File: src/rtl/wb_bus_arbiter_pkg.sv
// wb_bus_arbiter_pkg: arbiter state encoding and master index constants
package wb_bus_arbiter_pkg;
  typedef enum logic [1:0] {ARB_IDLE, ARB_BUSY_M0, ARB_BUSY_M1} arb_state_t;
  localparam logic ARB_M0 = 1'b0;
  localparam logic ARB_M1 = 1'b1;
endpackage

File: src/rtl/wb_bus_arbiter_watchdog.sv
// wb_watchdog: saturating busy-cycle counter (clear on grant, run while waiting, hit on last allowed cycle)
module wb_watchdog #(
  parameter int TIMEOUT_CYCLES = 255
) (
  input  logic clk_i,
  input  logic rst_i,
  input  logic clear,
  input  logic run,
  output logic hit
);
  localparam int W = TIMEOUT_CYCLES > 0 ? $clog2(TIMEOUT_CYCLES + 1) : 1;
  logic [W-1:0] cnt;
  always_ff @(posedge clk_i) begin
    if (rst_i || clear) cnt <= '0;
    else if (run && cnt != W'(TIMEOUT_CYCLES)) cnt <= cnt + 1'b1;
  end
  assign hit = (TIMEOUT_CYCLES != 0) && run && cnt == W'(TIMEOUT_CYCLES - 1);
endmodule

File: src/rtl/wb_bus_arbiter.sv
// wb_bus_arbiter: round-robin m0 (instr) / m1 (data) Wishbone masters onto one slave s_*, with watchdog abort
module wb_bus_arbiter
  import wb_bus_arbiter_pkg::*;
#(
  parameter int TIMEOUT_CYCLES = 255
) (
  input  logic        clk_i,
  input  logic        rst_i,
  input  logic        m0_cyc_i,
  input  logic        m0_stb_i,
  input  logic [31:0] m0_addr_i,
  output logic [31:0] m0_dat_o,
  output logic        m0_ack_o,
  output logic        m0_err_o,
  input  logic        m1_cyc_i,
  input  logic        m1_stb_i,
  input  logic        m1_we_i,
  input  logic [3:0]  m1_sel_i,
  input  logic [31:0] m1_addr_i,
  input  logic [31:0] m1_dat_i,
  output logic [31:0] m1_dat_o,
  output logic        m1_ack_o,
  output logic        m1_err_o,
  output logic        s_cyc_o,
  output logic        s_stb_o,
  output logic        s_we_o,
  output logic [3:0]  s_sel_o,
  output logic [31:0] s_addr_o,
  output logic [31:0] s_dat_o,
  input  logic [31:0] s_dat_i,
  input  logic        s_ack_i,
  input  logic        s_err_i
);
  arb_state_t state, state_n;
  logic last_grant, last_grant_n;
  logic req0, req1, grant, pick1, busy0, busy1, busy, resp, hit, cyc_g, stb_g;
  assign req0  = m0_cyc_i & m0_stb_i;
  assign req1  = m1_cyc_i & m1_stb_i;
  assign busy0 = state == ARB_BUSY_M0 && !rst_i;
  assign busy1 = state == ARB_BUSY_M1 && !rst_i;
  assign busy  = busy0 | busy1;
  assign resp  = s_ack_i | s_err_i;
  assign grant = state == ARB_IDLE && (req0 || req1);
  assign pick1 = req1 && (!req0 || last_grant == ARB_M0);
  assign cyc_g = busy1 ? m1_cyc_i : m0_cyc_i;
  assign stb_g = busy1 ? m1_stb_i : m0_stb_i;
  always_comb begin
    state_n      = state;
    last_grant_n = last_grant;
    if (grant) begin
      state_n      = pick1 ? ARB_BUSY_M1 : ARB_BUSY_M0;
      last_grant_n = pick1 ? ARB_M1 : ARB_M0;
    end else if (busy && (resp || hit || !cyc_g)) state_n = ARB_IDLE;
  end
  always_ff @(posedge clk_i) begin
    if (rst_i) begin
      state      <= ARB_IDLE;
      last_grant <= ARB_M0;
    end else begin
      state      <= state_n;
      last_grant <= last_grant_n;
    end
  end
  wb_watchdog #(.TIMEOUT_CYCLES(TIMEOUT_CYCLES)) u_wdg (
    .clk_i (clk_i),
    .rst_i (rst_i),
    .clear (grant),
    .run   (busy && !resp),
    .hit   (hit)
  );
  assign s_cyc_o  = busy && cyc_g && !hit;
  assign s_stb_o  = busy && stb_g && !hit;
  assign s_we_o   = busy1 && m1_we_i;
  assign s_sel_o  = busy1 ? m1_sel_i : busy0 ? 4'hF : 4'h0;
  assign s_addr_o = busy1 ? m1_addr_i : busy0 ? m0_addr_i : 32'h0;
  assign s_dat_o  = busy1 ? m1_dat_i : 32'h0;
  assign m0_ack_o = busy0 && s_ack_i && !s_err_i;
  assign m1_ack_o = busy1 && s_ack_i && !s_err_i;
  assign m0_err_o = busy0 && (s_err_i || hit);
  assign m1_err_o = busy1 && (s_err_i || hit);
  assign m0_dat_o = s_dat_i;
  assign m1_dat_o = s_dat_i;
endmodule

File: config.mk
export PLATFORM = sky130hd
export DESIGN_NAME = wb_bus_arbiter
export DESIGN_NICKNAME = d
export VERILOG_FILES = /design/src/rtl/wb_bus_arbiter_pkg.sv /design/src/rtl/wb_bus_arbiter_watchdog.sv /design/src/rtl/wb_bus_arbiter.sv
export SDC_FILE = /design/constraint.sdc
export NUM_CORES = 1
export LEC_CHECK = 0
export CAP_MARGIN = 25
export CORE_AREA = 4 4 106 108
export CTS_CLUSTER_SIZE = 20
export DETAILED_ROUTE_END_ITERATION = 7
export DIE_AREA = 0 0 110 112
export PLACE_DENSITY = 0.76
export SETUP_SLACK_MARGIN = 0.2
export SLEW_MARGIN = 25
export SYNTH_ARGS = -nofsm -noshare
export SYNTH_HDL_FRONTEND = slang
export SYNTH_SLANG_ARGS = --single-unit
File: constraint.sdc
create_clock -name clk_i -period 2.6 [get_ports clk_i]
set_input_delay 0.52 -clock clk_i [delete_from_list [all_inputs] [get_ports clk_i]]
set_output_delay 0.52 -clock clk_i [all_outputs]
set_load 0.03 [all_outputs]
== Yosys cells after proc, flatten, opt, wreduce, memory -nomap -nowiden ==
Index checks and enable logic that the tools add are counted.
W data, S select, Z words.

* Word-level logic and storage cells: 57
* Bits in registers: 11
* Input bits: 141

* $add $sub $neg: 1
* Multiplexer cells: 11
* Reduce and logical (&&, ||, !) cells: 33
* Equality and inequality tests: 4
* Bitwise operators: 5

{| class="wikitable"
|+ Operators by type and width
! kind !! count
|-
| $mux W32 || 3
|-
| $logic_and A1 B1 Y1 || 19
|-
| $add A8 B1 Y8 const B || 1
|-
| $eq A8 B8 Y1 const B || 1
|-
| $mux W4 || 2
|-
| $ne A8 B8 Y1 const B || 1
|-
| $logic_not A1 Y1 || 6
|-
| $logic_or A1 B1 Y1 || 6
|-
| $mux W2 || 3
|-
| $mux W1 || 3
|-
| $and A1 B1 Y1 || 2
|-
| $eq A2 B1 Y1 const B || 1
|-
| $eq A2 B2 Y1 const B || 1
|-
| $logic_not A2 Y1 || 1
|-
| $or A1 B1 Y1 || 2
|-
| $reduce_bool A2 Y1 || 1
|-
| $not A1 Y1 || 1
|}

== Logic depth before layout (Yosys ltp) ==
Gate-level depths: netlist (run 1).

* Depth after elaboration: 10
* Mapped depth: 7
* Depth with buffers taken out: 6

== Cells and area by module ==
From an unflattened synthesis (run 1), not the netlist that was laid out.

* Cells, all modules: 230
* Area total of the unflattened synthesis: 1790.5 µm²

{| class="wikitable"
|+ Modules (own cells, without submodules)
! module !! cells each !! sequential area each (µm²) !! times used !! area each (µm²)
|-
| wb_bus_arbiter || 179 || 60.1 || 1 || 1331.3
|-
| wb_watchdog || 51 || 160.2 || 1 || 459.2
|}

== Worst setup path before layout (run 1) ==
No wires, ideal clock.

* Path type: in2out
* Start: input rst_i
* End: output m0_ack_o
* Arrival: 1811 ps
* Path buffers: 1
* Cell stages on the path: 2
* Required time: 2080 ps
* Path slack: 269 ps
* Cell sequence: clkbuf_1 -> nor4b_1

* Cells in the longest elaborated chain, start to end: 4

{| class="wikitable"
|+ RTL lines
! item !! line !! RTL
|-
| start, declared || wb_bus_arbiter.sv:8 || <nowiki>input logic rst_i,</nowiki>
|-
| $logic_not A1 Y1 || wb_bus_arbiter.sv:39 || <nowiki>assign busy0 = state == ARB_BUSY_M0 && !rst_i;</nowiki>
|-
| $logic_and A1 B1 Y1 || wb_bus_arbiter.sv:39 ||
|-
| $logic_and A1 B1 Y1 (2 in a row) || wb_bus_arbiter.sv:77 || <nowiki>assign m0_ack_o = busy0 && s_ack_i && !s_err_i;</nowiki>
|-
| end, declared || wb_bus_arbiter.sv:13 || <nowiki>output logic m0_ack_o,</nowiki>
|}

No other way between the ends.

== Final worst setup path (run 1) ==
* Start: input rst_i
* End: output s_dat_o[14]

* Cells in the longest elaborated chain, start to end: 3

{| class="wikitable"
|+ RTL lines
! item !! line !! RTL
|-
| $logic_not A1 Y1 || wb_bus_arbiter.sv:40 || <nowiki>assign busy1 = state == ARB_BUSY_M1 && !rst_i;</nowiki>
|-
| $logic_and A1 B1 Y1 || wb_bus_arbiter.sv:40 ||
|-
| $mux W32 || wb_bus_arbiter.sv:76 || <nowiki>assign s_dat_o = busy1 ? m1_dat_i : 32'h0;</nowiki>
|-
| end, declared || wb_bus_arbiter.sv:29 || <nowiki>output logic [31:0] s_dat_o,</nowiki>
|}

No other way between the ends.

==> results.toml, run 1 <==
[drt]
drt-initial-drc-count = 83
viasPerCell = 4.421
firstDrtPassIters = 4
route.vias.total = 2215
ant_nets = 0
wl_um = 8797
post_drt_wl_per_cell_um = 17.56
route.detailed.drc = 0

[logic_synthesis]
yosysWarnings = 0
postSynthAreaPerCell_um2 = 7.502
synthSimpleGateAreaFrac = 0.2593
synth_largest_area_cell = "buf_4"
synthCells = 238
yosysUniqueCellTypes = 41
yosys-mux-area-fraction = 0.005606
synth-compound-area-share = 0.2775
synth_xor_area_frac = 0
synth_adder_area_share = 0.01402
synth_top_family_by_area = "buffers and inverters"
synth_nets = 381
synth_top_cell_area_share = 0.2733
yosys-top-cells-area = "buf_4 (27%), a22o_1 (16%), dfxtp_1 (12%), and2_1 (12%), a21oi_1 (3.6%)"
syn_area_mm2 = 0.001785
ys_seq_area_frac = 0.1233
ys_seq_elements = 11

[sta]
skew_ps = 4.630
setup_ws_ps = 203.5
tightest_slew_ps = 759.1
period_needed_ps = 2397
rsz0062_at_grt = "true"
setup_viol = 0
fmaxAchievable_ghz = 0.4173
drv_slew = 0
finalCritPeriodShare = 0.9217
finalHoldViolations = 0
max_slew_margin = 0.4905

[clock_tree]
cts_tree = "done"
root_buffer = "clkbuf_8"
clkTransAtPathRegs_ps = 50
cts_made_buffers = 3
h-tree-depth = 1
cts_buffer_depth = 2
clk_latency_ps = 250
clock_sinks = 11

[grt]
grt_pass1_wl_um = 12020
grt_usage = 0.1266
antenna_found_initial = 2
grt_overflow = 0
grt_max_degree = 33
grt_pass1_vias = 2296

[setup_path]
r2r_start = "state[0]$_SDFFE_PP0P_"
critPathMaxFanout = 22
critPathSlowestCell = "dlygate4sd2_1"
worstPathCellList = "dlygate4sd2_1, buf_4, nor3b_4, buf_6, bufbuf_16, and2_1, buf_6"
startpoint = "rst_i"
worst-endpoint-required_ps = 2080
cp_slowest_stage_delay_ps = 280
start_kind = "input pin"
cp_num_buf_inv = 5
crit_top_cell = "buf_6"
worst_setup_path_end_kind = "primary output"
cpLargestDelayFamily = "buffers and inverters"
critPathArrivalTime_ps = 1880
worstSetupPathType = "input pin to primary output"

[placed_design]
placed_area_mm2 = 0.003382
io_buffer_count = 183
place_congestion = 0.8633
dp_cells = 492
dp_hpwl_um = 7327
pre_cts_slack_ps = -11.16

[final_layout]
nets = 508
fillers = 1025
drive_gt1_frac = 0.3132
utilization = 0.3532
syn_to_final_growth_pct = 102.4
final_common_cell = "clkdlybuf4s50_1"
fin_cells = 501
final_area_mm2 = 0.003613
layout_common_cells = "clkdlybuf4s50_1 (105), buf_4 (53), and2_1 (30), a22o_1 (29), buf_6 (21)"

[pwr]
ir_worst_vdd_mv = 0.1201
p_sw_frac = 0.3109
p_seq_frac = 0.239
p_per_area_mw_per_mm2 = 206.0
internal-power_uw = 513.0
clkPwrFrac = 0.245
p_comb_frac = 0.516
leakage_nw = 1.487
totalPowerFinal_uw = 744.5
netSwitchingPower_uw = 231.4

[floorplanning]
design.core.area_mm2 = 0.01023
die_w_um = 110
pin_count = 280
row_count = 37
die_h_um = 112
start_util = 0.1745
die-area_mm2 = 0.01232

[run_status]
outcome = "finished, final reports clean"

[hold_path]
hp-start = "u_wdg.cnt[5]$_SDFFE_PP0P_"
min_path_type = "register to register"

[flow_run]
drv_cap = 0
## cells in the mapped netlist (all sizes together)
cell type and count:
o31ai 5, o21bai 1, nor2b 3, o21a 1, o21ai 2, or4 6
nor3 4, o41ai 1, buf 68, nor4b 1, ha 2, a311oi 3
mux2i 1, clkbuf 11, nor3b 1, a31oi 1, a211oi 2, or2 1
or3 1, and3 2, and2 35, a22oi 2, dfxtp 11, and4 1
inv 4, nand2b 1, and3b 1, a21oi 13, nand3 3, a22o 32
nand4 2, nand2 5, nor4 1, nor2 9, o2111a 1
## metrics by stage
stage               hold WS [ps]  setup TNS (ps)
finish                     495.5               0
global route               516.2               0
CTS                        489.6               0
detailed placement         482.3          -15.18
global placement           469.1          -39.20
floorplan                  459.6               0
## final timing paths
kind                                             endpoint  slack (ps)  cells past startpoint
worst max-delay path                          s_dat_o[14]         200                      7
worst min-delay path            u_wdg.cnt[5]$_SDFFE_PP0P_         500                      2
worst max register to register  u_wdg.cnt[5]$_SDFFE_PP0P_         620                      5
worst min register to register  u_wdg.cnt[5]$_SDFFE_PP0P_         500                      2
## final cells by class
class / count / area, µm² / area share
timing repair buffer: 201 / 2105 / 0.5824
clock buffer: 4 / 45.04 / 0.01247
tap: 136 / 170.2 / 0.04709
inverter: 4 / 15.01 / 0.004155
sequential: 11 / 221.5 / 0.06129
antenna: 1 / 2.502 / 0.0006925
multi-input combinational: 144 / 1055 / 0.2919
## flip-flops by register name, summed over array words and instances, names as in the netlist
register,cells
u_wdg.cnt,8
state,2
last_grant,1
## repair_timing
item                       in CTS  in global routing
setup endpoints to repair      71                 30
resized for setup               6                 30
hold buffers                    0                  0
cloned                          1                  0
setup buffers                   3                  0
pin swaps                       4                  0
## power by group through the flow
| stage | Clock, mW | Combinational [mW] | Sequential (mW) |
|---|---|---|---|
| after floorplan | 0 | 0.310 | 0.178 |
| after global placement | 0 | 0.369 | 0.180 |
| after detailed placement | 0 | 0.373 | 0.181 |
| after CTS | 0.184 | 0.378 | 0.177 |
| after global routing | 0.195 | 0.406 | 0.178 |
| final | 0.183 | 0.384 | 0.178 |
## tightest hold or removal path, stage by stage (launching register included)
cell	delay (ps)
dfxtp_1	330
o31ai_1	70
a21oi_1	50
## cell families (layout without fill, tap and decap cells)
family,Yosys count,count (layout)
AOI/OAI and AO/OA,64,64
and+or+nand+nor,77,77
other,0,1
muxes,1,1
adders and majority gates,2,2
DFF,11,11
buffers and inverters,83,209
## layer usage
layer / track usage / share of wire / up-vias
met1: 0.1290 / 0.33 / 1002
met2: 0.2265 / 0.53 / 129
met4: 0.07814 / 0.043 / 2
met3: 0.03072 / 0.097 / 42
met5: 0 / 0.00080 / -
li1: - / - / 1040
Power figures use the tool's default switching activity.
==> run 2: changes to the inputs <==
--- a/config.mk
+++ b/config.mk
@@ -11,6 +11,7 @@
 export DETAILED_ROUTE_END_ITERATION = 7
 export DIE_AREA = 0 0 110 112
 export PLACE_DENSITY = 0.76
+export RECOVER_POWER = 25
 export SETUP_SLACK_MARGIN = 0.2
 export SLEW_MARGIN = 25
 export SYNTH_ARGS = -nofsm -noshare
==> constraint.sdc (replaced) <==
create_clock -name clk_i -period 3.04 [get_ports clk_i]
set_input_delay 0.608 -clock clk_i [delete_from_list [all_inputs] [get_ports clk_i]]
set_output_delay 0.608 -clock clk_i [all_outputs]
set_load 0.03 [all_outputs]
==> run 2 against run 1 <==
Net effect:
- critical path depth unchanged
- cell area down 3.9%
- combinational power is 16% lower
- first-iteration DRC count is 64% higher
- die area did not move
- register-to-register slack better by 440 ps
- via count fell by 0.77%
- count of clock-buffer cells in the layout unchanged
- power is 16% lower
- sequential cell count is the same
- cell count shrank 1.0%
- clock power shrank 18%
- critical path type unchanged
- highest routed layer is now met4
==> results.toml, run 2 (synthesis gave the netlist of run 1 again) <==
[run_status]
outcome = "finished, final reports clean"

[clock_tree]
clock_sinks = 11
postCtsHoldBufs = 0
clk_latency_ps = 240
h-tree-depth = 1
cts_buffer_depth = 2
cts_tree = "done"
cts_made_buffers = 3
clkTransAtPathRegs_ps = 50
root_buffer = "clkbuf_8"

[sta]
finalHoldViolations = 0
setup_viol = 0
fmaxAchievable_ghz = 0.3726
finalCritPeriodShare = 0.8828
max_slew_margin = 0.5032
skew_ps = 1.546
rsz0062_at_grt = "false"
period_needed_ps = 2684
hold_ws_ps = 501.8
tightest_slew_ps = 740.2
drv_slew = 0
fin_tns_setup_ps = 0

[final_layout]
nets = 503
layout_common_cells = "clkdlybuf4s50_1 (111), buf_4 (64), and2_1 (34), a22o_1 (32), buf_12 (18)"
drive_gt1_frac = 0.2702
fillers = 1035
final_area_mm2 = 0.003471
final_common_cell = "clkdlybuf4s50_1"
utilization = 0.3392
syn_to_final_growth_pct = 94.39
largest_register_ffs = 8
regMostFlops = "u_wdg.cnt"
top_regs = "u_wdg.cnt: 8 flops, state: 2 flops, last_grant: 1 flops"

[grt]
grt_pass1_wl_um = 12360
grt_max_degree = 46
grt_usage = 0.1295
grt_pass1_vias = 2330
grt_overflow = 0
antenna_found_initial = 2

[drt]
ant_nets = 0
wl_um = 8841
viasPerCell = 4.431
post_drt_wl_per_cell_um = 17.82
route.detailed.drc = 0
drt-initial-drc-count = 136
route.vias.total = 2198
firstDrtPassIters = 4

[pwr]
totalPowerFinal_uw = 624.8
p_per_area_mw_per_mm2 = 180.0
ir_worst_vdd_mv = 0.1049
leakage_nw = 1.408

[setup_path]
reg2reg_depth = 5
worstSetupPathType = "input pin to primary output"
critPathArrivalTime_ps = 2080
critPathMaxFanout = 4
worst-endpoint-required_ps = 2430
worst_setup_path_end_kind = "primary output"
start_kind = "input pin"

[floorplanning]
pin_count = 280
die-area_mm2 = 0.01232
row_count = 37
design.core.area_mm2 = 0.01023
die_w_um = 110
start_util = 0.1745
die_h_um = 112

[hold_path]
hold_depth = 2
min_path_type = "register to register"

[placed_design]
dp_hpwl_um = 7482
io_buffer_count = 183
place_congestion = 0.9222
placed_area_mm2 = 0.003349

[flow_run]
drv_cap = 0
[run 2: worst paths after layout]
| path | startpoint | slack (ps) | end |
|---|---|---|---|
| min reg2reg | u_wdg.cnt[5]$_SDFFE_PP0P_ | 500 | u_wdg.cnt[5]$_SDFFE_PP0P_ |
| min | u_wdg.cnt[5]$_SDFFE_PP0P_ | 500 | u_wdg.cnt[5]$_SDFFE_PP0P_ |
| max | s_ack_i | 360 | m0_err_o |
| max reg2reg | state[0]$_SDFFE_PP0P_ | 1060 | u_wdg.cnt[7]$_SDFFE_PP0P_ |
[run 2: critical path, cell delays in order]
cell	delay (ps)
clkdlybuf4s50_1	470
nor3_2	260
o2111a_2	280
nor2_1	90
nor3_2	120
buf_4	150
buf_12	110
[run 2: metrics by stage]
step,instances,setup slack (ps)
after floorplan,238,533.1
after global placement,488,167.5
after detailed placement,488,166.3
after CTS,492,173.9
after global routing,496,252.0
final,496,356.3
[run 2: what timing repair did]
| action | in CTS | in global routing |
|---|---|---|
| gates resized for setup | 1 | 6 |
| gates cloned | 0 | 1 |
| setup buffers | 0 | 2 |
| endpoints found under the setup margin | 4 | 49 |
| pin swaps | 0 | 3 |
[run 2: where the power goes]
group	internal [mW]	switching [mW]
clock network	0.0923	0.0580
logic	0.194	0.129
registers	0.147	0.00435
total	0.434	0.191
[run 2: final cells by class]
class | count | area [µm²] | area share
Clock buffer | 4 | 45.04 | 0.01298
Timing Repair Buffer | 196 | 2001 | 0.5764
Antenna cell | 1 | 2.502 | 0.0007210
Sequential cell | 11 | 220.2 | 0.06345
Multi-Input combinational cell | 144 | 1017 | 0.2931
Tap cell | 136 | 170.2 | 0.04903
Inverter | 4 | 15.01 | 0.004326
[run 2: layer usage]
metal / vias up / wire [µm] / track usage
met5: - / 0 / 0
met2: 119 / 4531 / 0.2282
met3: 40 / 720 / 0.02145
met1: 1007 / 3247 / 0.1444
met4: 0 / 341 / 0.07149
li1: 1032 / - / -
